--- config.mk ---
export PLATFORM = sky130hd
export DESIGN_NAME = ttl_74198
export DESIGN_NICKNAME = d
export VERILOG_FILES = /design/src/rtl/ttl_shift_pkg.sv /design/src/rtl/ttl_74198.sv
export SDC_FILE = /design/constraint.sdc
export NUM_CORES = 1
export LEC_CHECK = 0
export CORE_AREA = 2 2 39 41
export DETAILED_ROUTE_END_ITERATION = 10
export DIE_AREA = 0 0 41 43
export PLACE_DENSITY = 0.72
export SLEW_MARGIN = 5
export SYNTH_ARGS = -nofsm -noshare
export SYNTH_HDL_FRONTEND = slang
export SYNTH_SLANG_ARGS = --single-unit
--- constraint.sdc ---
create_clock -name Clk -period 1.9 [get_ports Clk]
set_input_delay 0.38 -clock Clk [delete_from_list [all_inputs] [get_ports Clk]]
set_output_delay 0.38 -clock Clk [all_outputs]
set_load 0.005 [all_outputs]
--- src/rtl/ttl_shift_pkg.sv ---
// Mode encodings shared by the universal shift-register parts (74194, 74198, 74299).
package ttl_shift_pkg;

  typedef enum logic [1:0] {
    MODE_HOLD        = 2'b00,
    MODE_SHIFT_RIGHT = 2'b01,
    MODE_SHIFT_LEFT  = 2'b10,
    MODE_LOAD        = 2'b11
  } shift_mode_e;

endpackage

--- src/rtl/ttl_74198.sv ---
// WIDTH-bit universal shift register (hold/shift-right/shift-left/load), async active-low clear.
// Zero added latency: Q updates at the Clk edge; no backpressure. Optional Clk_inhibit via TTL_74198_CLK_INHIBIT_EN.
module ttl_74198
  import ttl_shift_pkg::*;
#(
  parameter int WIDTH      = 8,
  parameter int DELAY_RISE = 0,
  parameter int DELAY_FALL = 0
) (
  input  logic             Clk,
`ifdef TTL_74198_CLK_INHIBIT_EN
  input  logic             Clk_inhibit,
`endif
  input  logic             Clear_bar,
  input  logic [1:0]       S,
  input  logic             DSR,
  input  logic             DSL,
  input  logic [WIDTH-1:0] D,
  output logic [WIDTH-1:0] Q
);

  logic [WIDTH-1:0] q_current;

  // Rise/fall delays are a board-level timing model only; the hardware output is the flop itself.
  if (WIDTH < 2) begin : g_bad_width
    $error("ttl_74198: WIDTH must be at least 2");
  end
  if (DELAY_RISE < 0 || DELAY_FALL < 0) begin : g_bad_delay
    $error("ttl_74198: delays must be non-negative");
  end

  always_ff @(posedge Clk or negedge Clear_bar) begin
    if (!Clear_bar) begin
      q_current <= '0;
    end
`ifdef TTL_74198_CLK_INHIBIT_EN
    else if (Clk_inhibit) begin
      q_current <= q_current;
    end
`endif
    else begin
      // An unknown S falls to the default so bench errors show up as X on Q.
      case (shift_mode_e'(S))
        MODE_HOLD:        q_current <= q_current;
        MODE_SHIFT_RIGHT: q_current <= {q_current[WIDTH-2:0], DSR};
        MODE_SHIFT_LEFT:  q_current <= {DSL, q_current[WIDTH-1:1]};
        MODE_LOAD:        q_current <= D;
        default:          q_current <= 'x;
      endcase
    end
  end

  assign Q = q_current;

endmodule

==> impl_metrics.json, run 1 <==
{
  "netSwitchingFraction": 0.2449,
  "via_per_inst": 5.085,
  "p_clk_frac": 0.232,
  "synth.area.top_cells": "dfrtp_1 50%, mux4_2 45%, buf_6 5.6%",
  "required_ns": 1.52,
  "synth_warnings": 0,
  "synth_edf_count": 0,
  "core_um2": 1384,
  "largest_reg_flops": 8,
  "grt.overflow.total": 0,
  "synth_top_area_cell": "dfrtp_1",
  "vias": 300,
  "max_freq_ghz": 0.6432,
  "critical_path_arrival_ns": 1.17,
  "netlist_area_um2": 402.9,
  "async_flop_share": 1.000,
  "fin_crit_ns": 1.555,
  "nets": 59,
  "post-dp-hpwl_um": 755.1,
  "ios": 22,
  "clock_latency_ns": 0.25,
  "crit_path_top_delay_cell": "clkdlybuf4s50_1",
  "diodes": 0,
  "min_path_type": "in -> async",
  "htreeDepth": 1,
  "synth_ff_type": "dfrtp_1",
  "hold_violations": 0,
  "cts_tree": "yes",
  "avgSynthCellArea_um2": 22.38,
  "worstPathMaxFanout": 4,
  "initial_core_util": 0.2911,
  "wl_mm": 1.001,
  "hold_buffers": 0,
  "grt_max_degree": 9,
  "clock_sinks": 8,
  "syn_to_final_growth_pct": 62.73,
  "drc": 0,
  "clk_pin_slew_ns": 0.06,
  "combPwrFrac": 0.331,
  "layout_setup_ws_ns": 0.3452,
  "portBuffers": 21,
  "clock_skew_ns": 0.002311,
  "dp_slack_ns": 0.08129,
  "ys_seq_area_frac": 0.4969,
  "grt_setup_unrepaired": "no",
  "die_x_um": 41,
  "cts_resized": 0,
  "multi_input_area_um2": 180.2,
  "setup_viol": 0,
  "timing.final.max_slew_violations": 0,
  "crit_type": "reg -> out",
  "status": "complete, no violations",
  "cts_made_buffers": 3,
  "ff_latch_area_um2": 200.2,
  "max_stage_delay_ns": 0.52,
  "drv_cap": 0,
  "setup-tns-final_ns": 0,
  "worstMarginPinSlew_ns": 0.3971,
  "p_int_mw": 0.4245,
  "syn_nets": 32,
  "cpLargestDelayFamily": "buffers and inverters",
  "netlist.area_leader.share": 0.4969,
  "p_seq_frac": 0.437,
  "leakagePower_nw": 0.2550,
  "clock-root-buffer": "clkbuf_4",
  "syn_inst": 18,
  "p_sw_mw": 0.1377,
  "wire_per_inst_um": 16.97,
  "grt_pass1_wl_mm": 1.573,
  "num_rows": 14,
  "post-cts-setup-buffers": 0,
  "first_pass_iters": 2,
  "fin_crit_sh": 0.8183,
  "end_kind": "output port",
  "cts_buffer_depth": 2,
  "irDropWorstVdd_v": 0.0003450,
  "die_area_um2": 1763,
  "drtIter0Drc": 1,
  "die_h_um": 43,
  "grtUsageTotal": 0.1478,
  "first_global_vias": 333,
  "path_cells": "clkdlybuf4s50_1",
  "synth.ff_latch_count": 8,
  "finalWeightedCongestion": 0.6664,
  "slew_headroom": 0.7344,
  "ant_nets": 0,
  "antenna_found_initial": 0,
  "fill_cells": 123,
  "path_buf_inv": 1,
  "synth_cell_types": 3,
  "cp-start-kind": "register",
  "synthTopCellsByCount": "8 x dfrtp_1, 8 x mux4_2, 2 x buf_6",
  "drive_gt1_frac": 0.3256,
  "p_per_area_nw_per_um2": 857.5
}
[cells in the final DEF, fill, tap and decap left out]
cell type / count
clkbuf_4: 3
dfrtp_1: 8
mux4_2: 8
clkdlybuf4s50_1: 21
buf_4: 3
[area by class of cell]
cell class,count,area share
repair buffers,24,0.3550
multi-input cells,8,0.2748
clock buffers,3,0.03435
flip-flops and latches,8,0.3053
well taps,16,0.03053
[power groups by stage]
| stage | registers [mW] | logic (mW) | clock network (mW) |
|---|---|---|---|
| 6_report | 0.246 | 0.186 | 0.131 |
| 5_1_grt | 0.253 | 0.202 | 0.146 |
| 4_1_cts | 0.249 | 0.189 | 0.135 |
| 3_5_place_dp | 0.249 | 0.187 | 0 |
| 3_3_place_gp | 0.245 | 0.186 | 0 |
| 2_1_floorplan | 0.240 | 0.0743 | 0 |
[kinds of logic after synthesis]
group,Yosys count,synth area share
buf+inv,2,0.05590
mux,8,0.4472
flops,8,0.4969
[per-stage QoR]
| stage | power (mW) | utilization | instances | cell area [µm²] | hold slack [ns] |
|---|---|---|---|---|---|
| finish | 0.5622 | 0.4738 | 59 | 655.6 | 0.4090 |
| global placement | 0.4317 | 0.4575 | 56 | 633.1 | 0.6018 |
| global route | 0.6009 | 0.4738 | 59 | 655.6 | 0.4381 |
| detailed placement | 0.4361 | 0.4575 | 56 | 633.1 | 0.6040 |
| CTS | 0.5730 | 0.4738 | 59 | 655.6 | 0.4158 |
| floorplan | 0.3148 | - | 18 | 402.9 | 0.08441 |
[path summary, 6_finish.rpt]
path	start	to	slack [ns]	depth (start not counted)
worst max-delay path	Q[6]	Q[6]	0.35	1
worst min-delay path	Clear_bar	Q[2]	0.41	1
worst max register to register	Q[4]	Q[3]	0.88	1
worst min register to register	Q[7]	Q[7]	0.62	1
max in group asynchronous	Clear_bar	Q[0]	1.22	1
min in group Clk	Q[7]	Q[7]	0.62	1
[per-layer routing]
metal  part of all wire  vias up  global-route usage
met2               0.47       22              0.2125
met5                  0        -                   0
met4              0.011        0              0.1000
met1               0.40      150              0.1661
li1                   -      126                   -
met3               0.12        2             0.06806
Power figures use the tool's default switching activity.
==> inputs of run 2 (changes only) <==
PLACE_DENSITY = 0.75   (was 0.72)
clock period = 1.4 ns   (was 1.9 ns; I/O delays follow)
==> run 2 against run 1 <==
  * Non-clock buffer count is 5 higher
  * Hold slack worse by 0.099 ns
  * Utilization rose by 4.5 points
  * Register-to-register slack worse by 0.59 ns
  * Worst setup slack worse by 0.27 ns
  * Die area is the same
  * First-iteration DRC count rose to 6.0 times the previous value
  * Clock skew decreased by 0.0019 ns
  * Combinational power grew 72%
  * Count of clock-buffer cells in the layout did not move
  * Cell count grew 8.5%
  * Clock power up 33%
==> impl_metrics.json, run 2 (synthesis gave the netlist of run 1 again) <==
{
  "die_x_um": 41,
  "num_rows": 14,
  "path_buf_inv": 1,
  "htreeDepth": 1,
  "drive_gt1_frac": 0.3958,
  "ff_latch_area_um2": 200.2,
  "max_stage_delay_ns": 0.62,
  "hold_buffers": 0,
  "layout_setup_ws_ns": 0.07652,
  "hold_violations": 0,
  "wire_per_inst_um": 16.98,
  "end_kind": "register",
  "fin_crit_sh": 0.9453,
  "grt_max_degree": 9,
  "multi_input_area_um2": 180.2,
  "holdWs_ns": 0.3105,
  "fin_crit_ns": 1.323,
  "crit_type": "in -> reg",
  "drc": 0,
  "wl_mm": 1.087,
  "p_clk_frac": 0.216,
  "core_um2": 1384,
  "p_seq_frac": 0.386,
  "via_per_inst": 4.984,
  "setup-tns-final_ns": 0,
  "combPwrFrac": 0.397,
  "grt.overflow.total": 0,
  "clock_skew_ns": 0.0004613,
  "crit_path_top_delay_cell": "clkdlybuf4s50_1",
  "clk_pin_slew_ns": 0.05,
  "ant_nets": 0,
  "slew_headroom": 0.7551,
  "cp.depth": 2,
  "layout_commonest_cell": "clkdlybuf4s50_1",
  "min_path_type": "in -> async",
  "first_pass_iters": 2,
  "netSwitchingFraction": 0.2454,
  "cts_buffer_depth": 2,
  "worstMarginPinSlew_ns": 0.3662,
  "max_freq_ghz": 0.7556,
  "p_int_mw": 0.6068,
  "largest_reg_flops": 8,
  "diodes": 0,
  "first_global_vias": 353,
  "grtUsageTotal": 0.1481,
  "finalWeightedCongestion": 0.6670,
  "rrSetupSlack_ns": 0.29,
  "path_cells": "clkdlybuf4s50_1, mux4_2",
  "leakagePower_nw": 0.3427,
  "worstPathMaxFanout": 5,
  "portBuffers": 21,
  "antenna_found_initial": 0,
  "syn_to_final_growth_pct": 78.26,
  "grt_setup_unrepaired": "no",
  "cts_made_buffers": 3,
  "timing.final.max_slew_violations": 0,
  "rr_startpoint": "Q[1]",
  "clock_sinks": 8,
  "fill_cells": 108,
  "vias": 319,
  "drv_cap": 0,
  "dp_slack_ns": -0.1938,
  "cpLargestDelayFamily": "buffers and inverters",
  "drtIter0Drc": 6,
  "initial_core_util": 0.2911,
  "cts_tree": "yes",
  "r2r_end": "Q[0]",
  "p_sw_mw": 0.1973,
  "die_area_um2": 1763,
  "cp-startpoint": "S[1]",
  "die_h_um": 43,
  "irDropWorstVdd_v": 0.0004926,
  "final_cell_mix": "13 x clkdlybuf4s50_1, 8 x dfrtp_1, 8 x mux4_2, 7 x buf_4, 6 x dlymetal6s2s_1",
  "ios": 22,
  "critical_path_arrival_ns": 1.44,
  "reg2reg_depth": 2,
  "grt_pass1_wl_mm": 1.635,
  "status": "complete, no violations",
  "setup_viol": 0,
  "cp-start-kind": "primary input",
  "post-dp-hpwl_um": 794.1,
  "required_ns": 1.52,
  "fin_total_pwr_mw": 0.8041,
  "p_per_area_nw_per_um2": 1120,
  "nets": 64,
  "clock_latency_ns": 0.25,
  "clock-root-buffer": "clkbuf_4"
}
## run 2: cell types whose count changed in the layout (fill, tap and decap cells not counted), sizes merged
cell	change
buf	+5
clkdlybuf4s50	-8
dlymetal6s2s	+6
dlygate4sd2	+2
## run 2: cell type report
cell class | count | area share
well taps | 16 | 0.02787
multi-input cells | 8 | 0.2509
clock buffers | 3 | 0.03136
repair buffers | 29 | 0.4111
flip-flops and latches | 8 | 0.2787
## run 2: worst max path at each step
stage           end  slack [ns]
4_1_cts        Q[6]       0.003
3_5_place_dp   Q[2]       -0.19
5_1_grt        Q[2]        0.03
3_3_place_gp   Q[7]       -0.15
2_1_floorplan  Q[0]        0.38
6_report       Q[2]        0.08
## run 2: routing by layer
layer,wire length (µm),up-vias,part of all wire,track usage
met5,0,-,0,0
met4,0,0,0,0.06000
met3,123,0,0.11,0.05236
met2,559,22,0.51,0.2188
met1,404,158,0.37,0.1916
li1,-,139,-,-
## run 2: metrics by stage
stage / instances / cell area (µm²) / utilization
after detailed placement: 55 / 638.1 / 0.4611
after global routing: 64 / 718.2 / 0.5190
final: 64 / 718.2 / 0.5190
after global placement: 55 / 638.1 / 0.4611
after CTS: 64 / 703.2 / 0.5081
after floorplan: 18 / 402.9 / -
## run 2: what timing repair did
item / 4_1_cts / 5_1_grt
buffers inserted: 6 / 0
resized for setup: 2 / 6
endpoints found under the setup margin: 7 / 6
## run 2: power by group through the flow
stage	clock network, mW	logic [mW]	registers (mW)
final	0.174	0.320	0.311
after global routing	0.190	0.344	0.320
after CTS	0.175	0.332	0.313
after detailed placement	0	0.258	0.338
after global placement	0	0.254	0.332
after floorplan	0	0.101	0.326
==> inputs of run 3 (changes only) <==
CTS_CLUSTER_DIAMETER = 50   (was default)
CTS_CLUSTER_SIZE = 10   (was default)
==> results of run 3 <==
The final DEF is identical to that of run 2; final timing and power are the same.
